<file path="src/rtl/pipe_ctrl_pkg.sv">
// pipe_ctrl_pkg: shared types and constants for the pipeline hazard controller
package pipe_ctrl_pkg;
  typedef enum logic {RUN, MD_BUSY} ctrl_state_t;
  localparam int REG_ADDR_W = 5;
  localparam logic [REG_ADDR_W-1:0] ZERO_REG = '0;
  localparam int MD_CNT_W = 4;
endpackage

</file>
<file path="src/rtl/load_use_detect.sv">
// load_use_detect: flags an ID instruction that reads the destination of a load in EX
module load_use_detect
  import pipe_ctrl_pkg::*;
(
  input  logic [REG_ADDR_W-1:0] id_rs,
  input  logic [REG_ADDR_W-1:0] id_rt,
  input  logic                  id_uses_rt,
  input  logic                  idex_memread,
  input  logic [REG_ADDR_W-1:0] idex_rt,
  output logic                  load_use
);
  assign load_use = idex_memread && idex_rt != ZERO_REG &&
                    (idex_rt == id_rs || (id_uses_rt && idex_rt == id_rt));
endmodule

</file>
<file path="src/rtl/pipe_hazard_ctrl.sv">
// pipe_hazard_ctrl: load-use, mispredict and mul/div sequencing for the 5-stage pipeline
module pipe_hazard_ctrl
  import pipe_ctrl_pkg::*;
#(
  parameter int MULDIV_LAT = 4,
  parameter int CNT_W      = 16
) (
  input  logic                  clk,
  input  logic                  rst,
  input  logic [REG_ADDR_W-1:0] id_rs,
  input  logic [REG_ADDR_W-1:0] id_rt,
  input  logic                  id_uses_rt,
  input  logic                  idex_memread,
  input  logic [REG_ADDR_W-1:0] idex_rt,
  input  logic                  ex_mispredict,
  input  logic                  ex_muldiv_start,
  output logic                  pc_write,
  output logic                  ifid_write,
  output logic                  ifid_flush,
  output logic                  idex_flush,
  output logic                  ex_hold,
  output logic                  busy,
  output logic [CNT_W-1:0]      stall_cycles,
  output logic [CNT_W-1:0]      flush_count
);
  ctrl_state_t         state_q, state_d;
  logic [MD_CNT_W-1:0] md_cnt_q, md_cnt_d;
  logic [CNT_W-1:0]    stall_q, flush_q;
  logic                load_use, run, mis, md_start, md_hold, lu_stall, stall;

  load_use_detect u_lud (
    .id_rs        (id_rs),
    .id_rt        (id_rt),
    .id_uses_rt   (id_uses_rt),
    .idex_memread (idex_memread),
    .idex_rt      (idex_rt),
    .load_use     (load_use)
  );

  // Load-use applies in RUN and in the MD_BUSY release cycle, below mispredict and mul/div start
  always_comb begin
    run        = state_q == RUN;
    mis        = run && ex_mispredict;
    md_start   = run && !ex_mispredict && ex_muldiv_start;
    md_hold    = !run && md_cnt_q != '0;
    lu_stall   = load_use && !mis && !md_start && !md_hold;
    stall      = md_start || md_hold || lu_stall;
    pc_write   = !rst && !stall;
    ifid_write = !rst && !stall;
    ifid_flush = !rst && mis;
    idex_flush = !rst && (mis || lu_stall);
    ex_hold    = !rst && (md_start || md_hold);
    md_cnt_d   = md_start ? MD_CNT_W'(MULDIV_LAT - 2) : md_hold ? md_cnt_q - 1'b1 : md_cnt_q;
    state_d    = md_start ? MD_BUSY : (!run && !md_hold) ? RUN : state_q;
  end

  always_ff @(posedge clk or posedge rst) begin
    if (rst) begin
      state_q  <= RUN;
      md_cnt_q <= '0;
      stall_q  <= '0;
      flush_q  <= '0;
    end else begin
      state_q  <= state_d;
      md_cnt_q <= md_cnt_d;
      if (stall && stall_q != '1) stall_q <= stall_q + 1'b1;
      if (mis && flush_q != '1) flush_q <= flush_q + 1'b1;
    end
  end

  assign busy         = state_q == MD_BUSY;
  assign stall_cycles = stall_q;
  assign flush_count  = flush_q;
endmodule

</file>
<file path="config.mk">
export PLATFORM = sky130hd
export DESIGN_NAME = pipe_hazard_ctrl
export DESIGN_NICKNAME = d
export VERILOG_FILES = /design/src/rtl/pipe_ctrl_pkg.sv /design/src/rtl/load_use_detect.sv /design/src/rtl/pipe_hazard_ctrl.sv
export SDC_FILE = /design/constraint.sdc
export NUM_CORES = 1
export LEC_CHECK = 0
export CAP_MARGIN = 20
export CORE_UTILIZATION = 42
export DETAILED_ROUTE_END_ITERATION = 10
export GPL_TIMING_DRIVEN = 0
export PLACE_DENSITY_LB_ADDON = 0.08
export SETUP_SLACK_MARGIN = 0.02
export SYNTH_ARGS = -nofsm -noshare
export SYNTH_HDL_FRONTEND = slang
export SYNTH_SLANG_ARGS = --single-unit
export TNS_END_PERCENT = 1
</file>
<file path="constraint.sdc">
create_clock -name clk -period 3.8 [get_ports clk]
set_input_delay 0.76 -clock clk [delete_from_list [all_inputs] [get_ports clk]]
set_output_delay 0.76 -clock clk [all_outputs]
set_load 0.01 [all_outputs]
</file>
==> Word-level counts from Yosys, hierarchy flattened <==
Cells that the tools add are included.
{ "word_totals": {"regBits": 37, "inputBits": 21, "output_inout_bits": 38, "wordCells": 47} }
{ "op_classes": {"addsub": 3, "eq_ne": 4, "n_mux": 4, "n_bitwise": 1, "reduce_logical": 31} }
{ "op_table": {"columns": ["operator", "n"], "rows": [
  ["adder 16 x 1 -> 16 bit (second input constant)", 2],
  ["!= test 16 bit (second input constant)", 2],
  ["logical AND 1 bit", 17],
  ["equality test 5 bit", 2],
  ["two-way mux 4 bit", 2],
  ["logical NOT 1 bit", 6],
  ["nonzero test 5 bit", 1],
  ["logical OR 1 bit", 4],
  ["nonzero test 2 bit", 2],
  ["nonzero test 4 bit", 1],
  ["subtractor 4 x 1 -> 4 bit (second input constant)", 1],
  ["two-way mux 1 bit", 2],
  ["NOT 1 bit", 1]
]} }

==> Longest topological paths before layout <==
Gate-level depths: netlist of run 1.
{ "logic_depth": {"depth_word": 10, "ltp_mapped": 8, "depth_no_buf": 8} }

==> Cells and area by module <==
Synthesis of run 1 repeated with hierarchy kept, for this count alone.
{ "unflattened": {"hier_cells": 180, "area_unflattened_um2": 1940.6} }
{ "by_module_without_submodules": {"columns": ["mod", "instances", "cells_each", "area_per_inst_um2", "seq_area_each_um2"], "rows": [
  ["pipe_hazard_ctrl", 1, 163, 1808.0, 925.9],
  ["load_use_detect", 1, 17, 132.6, 0.0]
]} }

==> Worst setup path after synthesis of run 1 <==
Ideal clock, no wire load.
{ "synth_path": {"path_type": "input-to-output", "from": "input idex_rt[0]", "to": "output pc_write", "t_arrival_ps": 2156, "required_time_ps": 3040, "setup_slack_ps": 884, "stages": 5, "n_path_buf": 1, "cell_sequence": "or4_1 o21ai_1 a21oi_1 a211oi_1 buf_4"} }
{ "synth_between": {"elab_chain_cells": 10, "elab_cells_between_ends": 13, "cone_classes": "eq/ne: 2; reduce/logical: 11"} }
{ "synth_rtl": {"columns": ["element", "line", "source"], "rows": [
  ["start: declaration", "pipe_hazard_ctrl.sv:14", "input logic [REG_ADDR_W-1:0] idex_rt,"],
  ["equality test 5 bit", "load_use_detect.sv:13", "(idex_rt == id_rs || (id_uses_rt && idex_rt == id_rt));"],
  ["logical AND 1 bit", "load_use_detect.sv:13", null],
  ["logical OR 1 bit", "load_use_detect.sv:13", null],
  ["logical AND 1 bit *", "load_use_detect.sv:12", "assign load_use = idex_memread && idex_rt != ZERO_REG &&"],
  ["logical AND 1 bit * (3 in a row)", "pipe_hazard_ctrl.sv:46", "lu_stall = load_use && !mis && !md_start && !md_hold;"],
  ["logical OR 1 bit *", "pipe_hazard_ctrl.sv:47", "stall = md_start || md_hold || lu_stall;"],
  ["logical NOT 1 bit *", null, null],
  ["logical AND 1 bit *", null, null],
  ["end: declaration", "pipe_hazard_ctrl.sv:17", "output logic pc_write,"]
]} }
Every way passes the cells marked *; elsewhere a longest branch is shown, timed or not.

==> Worst setup path in the final report of run 1 <==
{ "layout_path": {"from": "input idex_rt[0]", "to": "output pc_write"} }
{ "layout_between": {"elab_chain_cells": 10, "elab_cells_between_ends": 13, "cone_classes": "eq/ne: 2; reduce/logical: 11"} }
{ "layout_rtl": {"columns": ["element", "line", "source"], "rows": [
  ["equality test 5 bit", "load_use_detect.sv:13", null],
  ["logical AND 1 bit", "load_use_detect.sv:13", null],
  ["logical OR 1 bit", "load_use_detect.sv:13", null],
  ["logical AND 1 bit *", "load_use_detect.sv:12", null],
  ["logical AND 1 bit * (3 in a row)", "pipe_hazard_ctrl.sv:46", null],
  ["logical OR 1 bit *", "pipe_hazard_ctrl.sv:47", null],
  ["logical NOT 1 bit *", "pipe_hazard_ctrl.sv:48", "pc_write = !rst && !stall;"],
  ["logical AND 1 bit *", "pipe_hazard_ctrl.sv:48", null]
]} }
Marks and branches as above.

==> summary.txt, run 1 <==
Yosys
  • FFs w/ async S/R, synth: 100%
  • Distinct cell type count after synthesis: 39
  • Cell area after synthesis: 1980 um2
  • EDFF count, synth: 0
  • Syn_nets: 208
  • Synth Area per Inst: 10.8 um2
  • Synth Register Bits: 37
  • Ys flop type: dfrtp_1
  • Post-synthesis sequential area ratio: 46.8%
  • Synth Warn #: 0
  • Mapped Cells: 183

Critical path
  • Data required, critical path: 3.04 ns
  • Arr. time, crit path: 2.96 ns
  • Critical path peak fanout: 3
  • Critical path class: input port to primary output
  • Worst reg2reg path depth: 8
  • Reg-to-Reg Start: md_cnt_q[0]
  • Worst flop-to-flop path endpoint: stall_cycles[1]
  • CP Capture Type: primary output
  • R2r setup slk: 1.59 ns
  • Worst setup SP type: input port

Clocking
  • Clock Pin Slew Worst Setup and Hold Paths: 0.08 ns
  • CTS Buf Count: 5
  • Root Buffer: clkbuf_8
  • CTS H-tree depth: 2
  • Clk_lat worst skew: 0.29 ns
  • Clock sink count: 37
  • CTS tree: built
  • Max Root-Sink Buffers: 2

Timing
  • Final Max Slew Viols: 0
  • RSZ-0062 raised after global routing: yes
  • Final min period: 3.72 ns
  • Fin Setup TNS: 0 ns
  • Fin Clk Skew: 0.00709 ns
  • Max Fclk: 269 MHz
  • Hold WS: 0.485 ns
  • Final setup vio count: 0
  • Fin. Hold Viols: 0
  • Rel. slew slack: 50.0%
  • Worst-margin pin slew: 0.749 ns
  • Final period util: 98.0%

Power
  • Flop pwr share: 37.6%
  • Power share of the clock group: 22.2%
  • Peak VDD IR: 367 uV
  • Switching power: 0.558 mW
  • Internal: 1.04 mW
  • Pwr/cell area: 581 nW/um2
  • Leak: 1.12 nW
  • Sw Ratio: 34.9%
  • Total power: 1.60 mW
  • Combinational share of power: 40.1%

Route
  • Met2 wire len: 1960 um
  • Number of remaining DRC errors: 10
  • DRT iter0 DRCs: 71
  • Total Wirelength: 4010 um
  • Via count: 1547
  • Routed wire per std cell: 13.3 um
  • Met3 WL: 199 um
  • Met1 WL: 1820 um
  • Top layer in use: met4
  • Antenna Nets Post-Route: 0
  • DR vias/cell: 5.14
  • DRT Pass-1 Iters: 7

Cells and area
  • Syn-to-layout area delta: 39.4%
  • Fin area: 2760 um2
  • Commonest non-fill, non-tap cell in the layout: clkdlybuf4s50_1
  • Fill cells: 374
  • Post-layout nets: 273
  • Ant diodes: 0
  • Final non-filler cell total: 301
  • Most frequent cells in the layout: clkdlybuf4s50_1 (58), dfrtp_1 (37), xnor2_1 (33), nand3_1 (17), nand2_1 (16)
  • Layout cells sized above 1: 11.2%

Global routing
  • Grt total ovfl: 0
  • Largest net degree at the start of global routing: 38
  • First-pass GRT wire length: 6900 um
  • Global Route Usage Sum: 17.6%
  • Initial antenna violation count: 0
  • Vias in the first global route: 1484

Placed design
  • Final HPWL DP: 2980 um
  • Placed Area: 2620 um2
  • Inst Count DP: 293
  • Global placement routability congestion: 0.730
  • IO buf count: 58

Status
  • Status: complete, but fails checks
  • Failing checks: DRC

Floorplan
  • Die Wd: 70.6 um
  • Initial Utilization: 44.5%
  • Die H: 70.6 um
  • Die Area: 4990 um2
  • Core box area: 4440 um2
  • Std-Cell Rows: 24
  • Ports: 59

Job
  • # Max-Cap Violations: 0

Hold path
  • Min-delay src: flush_count[14]
  • Worst hold path cell count: 1
  • Min-delay worst type: register to register
  • Worst hold endpoint: flush_count[14]
==> power groups by stage <==
stage                     Sequential (mW)  Clock [mW]  Combinational (mW)
after floorplan                     0.623           0               0.355
after global placement              0.609           0               0.634
after detailed placement            0.608           0               0.644
after CTS                           0.603       0.364               0.650
after global routing                0.623       0.383               0.709
final                               0.602       0.356               0.642
==> final cells by class <==
type	count	area (um2)	area share, %
clock buffer	6	82.6	3.00
tap	52	65.1	2.36
multi-input combinational	136	1010	36.8
timing repair buffer	58	581	21.1
sequential	37	926	33.6
inverter	8	30.0	1.09
clock inverter	2	37.5	1.36
buffer	2	18.8	0.681
==> per-layer routing <==
layer,GRT usage (%),vias to the layer above
li1,-,763
met1,22.5,743
met2,28.8,35
met3,5.56,6
met4,5.33,0
met5,0,-
==> timing repair <==
item	4_1_cts	5_1_grt
buffers inserted	0	0
setup endpoints to repair	1	2
hold buffers	0	0
gates resized for setup	2	1
==> critical path, cell delays in order <==
cell and delay [ns]:
clkdlybuf4s50_1 0.47, or4_1 0.55, o21ai_2 0.20, a21oi_2 0.07, a211oi_2 0.25, buf_4 0.14, clkdlybuf4s50_1 0.53
==> worst max path at each step <==
| stage | from | endpoint | slack, ns | cells after the start |
|---|---|---|---|---|
| floorplan | idex_rt[0] | pc_write | 0.88 | 5 |
| global placement | idex_rt[0] | pc_write | -0.06 | 7 |
| detailed placement | idex_rt[0] | pc_write | -0.05 | 7 |
| CTS | idex_rt[0] | pc_write | 0.05 | 7 |
| global route | idex_rt[0] | pc_write | 0.02 | 7 |
| finish | idex_rt[0] | pc_write | 0.08 | 7 |
==> flip-flops by register name, indices dropped and copies added, names as in the netlist <==
signal,count
stall_cycles,16
md_cnt_q,4
flush_count,16
busy,1
==> synthesized netlist by cell type (2+ instances only) <==
cell	n	share of area, %
dfrtp_1	37	47
xnor2_1	33	15
nand3_1	17	4.3
nand2_1	16	3.0
nand4_1	10	3.2
xor2_1	9	4.0
inv_1	7	1.3
nor2_1	7	1.3
and3_1	6	1.9
ha_1	4	2.5
and2_1	3	0.95
nor3_1	3	0.76
a21oi_1	2	0.51
nand4b_1	2	0.89
nor4_1	2	0.63
nor4_4	2	2.2
==> metrics by stage <==
step / util, % / worst slack, ns
floorplan: - / 0.884
global placement: 59.0 / -0.0613
detailed placement: 59.0 / -0.0521
CTS: 61.9 / 0.0518
global route: 62.0 / 0.0173
finish: 62.0 / 0.0763
==> cell families after synthesis <==
group / synth area share [%]
AO/OA/AOI/OAI: 4.49
XOR/XNOR: 18.6
adder cells (fa/ha/maj): 2.53
buffers and inverters: 2.47
flip-flops: 46.8
multiplexers: 0.570
AND/OR/NAND/NOR: 24.5
Note: power is estimated with default switching activity, not from simulation.
==> inputs of run 2 (changes only) <==
Settings changed: CAP_MARGIN 20 to unset, SYNTH_HIERARCHICAL set to 1.
==> run 2 against run 1 <==
The flow now finishes without violations; sequential power up 3.5%; maximum frequency up 2.4%; die area is 1.8% lower; area after synthesis decreased by 1.8%; setup slack improved by 0.088 ns; register-to-register slack gained 0.13 ns; critical path depth is 1 higher; sequential cell count unchanged; critical path type unchanged.
==> summary.txt, run 2 <==
Status
  • Status: complete, no violations

Yosys
  • Area contributors post-synth: dfrtp_1 (48%), xnor2_1 (10%), xor2_1 (7.7%)
  • Distinct cell type count after synthesis: 38 (-2.6%)
  • Synth Area per Inst: 10.8 um2 (-0.20%)
  • Mapped Cells: 180 (-1.6%)
  • Post-synthesis sequential area ratio: 47.7% (+0.88 points)
  • Synth Register Bits: 37 (unchanged)
  • Yosys top cell by area: dfrtp_1
  • Synth Warn #: 6 (+6)
  • Ys flop type: dfrtp_1
  • Count leader, synth: dfrtp_1
  • FFs w/ async S/R, synth: 100% (unchanged)
  • EDFF count, synth: 0 (unchanged)
  • Cell area after synthesis: 1940 um2 (-1.8%)
  • Post-synth top area share: 47.7% (+0.88 points)
  • Syn_nets: 205 (-1.4%)
  • Post-synth top cells: dfrtp_1 (37), xnor2_1 (23), xor2_1 (17)

Global routing
  • Grt total ovfl: 0 (unchanged)
  • GR Util met2: 29.2% (+0.36 points)
  • Initial antenna violation count: 0 (unchanged)
  • Grt met1 use: 21.1% (-1.4 points)
  • Global route hottest layer: met2
  • Global Route Usage Sum: 17.7% (+0.099 points)
  • First-pass GRT wire length: 6770 um (-1.9%)
  • Met3 Track Usage GR: 4.91% (-0.65 points)
  • Largest net degree at the start of global routing: 39 (+2.6%)
  • Vias in the first global route: 1496 (+0.81%)

Hold path
  • Worst hold endpoint: stall_cycles[6]
  • Worst hold path cell count: 1 (unchanged)
  • Min-delay src: stall_cycles[6]
  • Min-delay worst type: register to register

Critical path
  • Data required, critical path: 3.04 ns (about the same)
  • WP buf/inv: 2 (-1)
  • Critical path's top delay family: buffers and inverters
  • Slowest CP cell: clkdlybuf4s50_1
  • CP Capture Type: primary output
  • Crit-path max cell delay: 0.55 ns (about the same)
  • CP startpoint: idex_rt[3]
  • Arr. time, crit path: 2.88 ns (-0.08 ns)
  • Worst flop-to-flop path endpoint: stall_cycles[14]
  • Cell chain of the critical path: clkdlybuf4s50_1 > xor2_1 > nor4_2 > nand3_1 > a21oi_1 > nand2_1 > a21oi_1 > clkdlybuf4s50_1
  • Critical path class: input port to primary output
  • Worst setup SP type: input port
  • Reg-to-Reg Start: md_cnt_q[0]
  • Critical path peak fanout: 3 (unchanged)
  • Worst reg2reg path depth: 8 (unchanged)
  • R2r setup slk: 1.72 ns (+0.13 ns)

Cells and area
  • Layout cells sized above 1: 10.1% (-1.1 points)
  • Commonest non-fill, non-tap cell in the layout: clkdlybuf4s50_1
  • Ant diodes: 0 (unchanged)
  • Fin area: 2690 um2 (-2.4%)
  • Post-layout nets: 271 (-0.73%)
  • Final non-filler cell total: 299 (-0.66%)
  • Fill cells: 402 (+7.5%)
  • Syn-to-layout area delta: 38.6%
  • Core Util, Final: 61.4% (-0.63 points)
  • Most frequent cells in the layout: clkdlybuf4s50_1 (56), dfrtp_1 (37), xnor2_1 (23), xor2_1 (17), nor2_1 (15)

Timing
  • Hold WS: 0.493 ns (+0.00755 ns)
  • Fin Clk Skew: 0.00649 ns (-0.000601 ns)
  • Worst-margin pin slew: 0.760 ns (+0.0115 ns)
  • Final min period: 3.64 ns (-0.0880 ns)
  • Final period util: 95.7% (-2.3 points)
  • Fin. Hold Viols: 0 (unchanged)
  • RSZ-0062 raised after global routing: no
  • Max Fclk: 275 MHz (+2.4%)
  • Final Max Slew Viols: 0 (unchanged)
  • Rel. slew slack: 49.2% (-0.77 points)
  • Final setup vio count: 0 (unchanged)

Placed design
  • Global placement routability congestion: 0.717 (-1.7%)
  • Final HPWL DP: 2940 um (-1.4%)
  • IO buf count: 58 (unchanged)
  • Placed Area: 2590 um2 (-1.4%)
  • Inst Count DP: 290 (-1.0%)

Power
  • Combinational share of power: 42.8% (+2.7 points)
  • Internal: 0.987 mW (-5.2%)
  • Leak: 1.15 nW (+2.5%)
  • Sw Ratio: 36.1% (+1.2 points)
  • Power share of the clock group: 17.0% (-5.2 points)
  • Pwr/cell area: 575 nW/um2 (-1.0%)
  • Flop pwr share: 40.3% (+2.7 points)
  • Switching power: 0.559 mW (about the same)
  • Peak VDD IR: 286 uV (-22%)

Route
  • Routed wire per std cell: 13.0 um (-2.6%)
  • Number of remaining DRC errors: 0 (-10)
  • DR vias/cell: 5.22 (+1.5%)
  • DRT iter0 DRCs: 66 (-7.0%)
  • DRT Pass-1 Iters: 4 (-3)
  • Antenna Nets Post-Route: 0 (unchanged)
  • Via count: 1560 (+0.84%)
  • Total Wirelength: 3880 um (-3.3%)

Clocking
  • CTS H-tree depth: 2 (unchanged)
  • CTS tree: built
  • CTS Buf Count: 5 (unchanged)
  • Clk_lat worst skew: 0.29 ns (about the same)
  • Hold-fix buffers at CTS: 0 (unchanged)
  • Clock Pin Slew Worst Setup and Hold Paths: 0.07 ns (about the same)
  • Root Buffer: clkbuf_8
  • Clock sink count: 37 (unchanged)
  • Max Root-Sink Buffers: 2 (unchanged)

Floorplan
  • Core box area: 4380 um2 (-1.4%)
  • Die Area: 4900 um2 (-1.8%)
  • Die H: 70.0 um (-0.89%)
  • Initial Utilization: 44.3% (-0.22 points)
  • Die Wd: 70.0 um (-0.89%)
  • Ports: 59 (unchanged)
  • Std-Cell Rows: 24 (unchanged)

Job
  • # Max-Cap Violations: 0 (unchanged)
-- run 2: cell count changes after synthesis, sizes merged, moves of 2 or more --
cell,change
and2,-2
and3,-4
nand2,-3
nand3,-6
nand4,+5
nand4b,-2
nor2,+6
or3,+2
xnor2,-9
xor2,+8
-- run 2: kinds of logic after synthesis --
| kind of cell | synth area share (%) |
|---|---|
| adder cells (fa/ha/maj) | 2.58 |
| flip-flops | 47.7 |
| XOR/XNOR | 18.9 |
| multiplexers | 0.580 |
| buffers and inverters | 2.19 |
| AND/OR/NAND/NOR | 21.9 |
| AO/OA/AOI/OAI | 6.19 |
-- run 2: worst max-delay path by stage --
stage | depth (start not counted) | endpoint | slack, ns
after floorplan | 6 | pc_write | 0.90
after global placement | 5 | pc_write | -0.30
after detailed placement | 8 | pc_write | -0.27
after CTS | 7 | ifid_write | 0.06
after global routing | 8 | idex_flush | 0.03
final | 8 | idex_flush | 0.16
-- run 2: through the flow --
stage | setup slack (ns) | setup TNS (ns) | total power [mW]
finish | 0.164 | 0 | 1.55
global route | 0.0295 | 0 | 1.66
CTS | 0.0621 | 0 | 1.57
detailed placement | -0.269 | -0.448 | 1.28
global placement | -0.301 | -0.518 | 1.26
floorplan | 0.904 | 0 | 0.981
-- run 2: worst reg2reg max path, cell delays in order (launching register included) --
cell      delay [ns]
dfrtp_1         0.41
inv_1           0.09
ha_1            0.13
or3b_4          0.41
a221oi_4        0.32
buf_4           0.18
a41oi_2         0.09
nand4_1         0.22
xnor2_1         0.15
-- run 2: layout make-up --
| cell class | instances | area (um2) | share of cell area (%) |
|---|---|---|---|
| Inverter | 8 | 30.0 | 1.12 |
| Clock buffer | 6 | 72.6 | 2.70 |
| Clock inverter | 2 | 10.0 | 0.372 |
| Multi-Input combinational cell | 133 | 985 | 36.6 |
| Buffer | 2 | 12.5 | 0.465 |
| Tap cell | 52 | 65.1 | 2.42 |
| Timing Repair Buffer | 59 | 589 | 21.9 |
| Sequential cell | 37 | 926 | 34.4 |
-- run 2: metal layers --
metal  vias up  wire length, um
met5         -                0
met4         0               65
li1        765                -
met1       741             1700
met3         6              181
met2        48             1940
-- run 2: power by group through the flow --
stage	registers (mW)	clock network, mW	logic (mW)
after floorplan	0.644	0	0.337
after global placement	0.630	0	0.632
after detailed placement	0.629	0	0.648
after CTS	0.626	0.273	0.673
after global routing	0.643	0.286	0.729
final	0.623	0.262	0.661
-- run 2: repair_timing --
item                                    4_1_cts  5_1_grt
endpoints found under the hold margin         0        0
pin swaps                                     1        0
endpoints found under the setup margin        2        1
resized for setup                             3        1
setup buffers                                 1        0
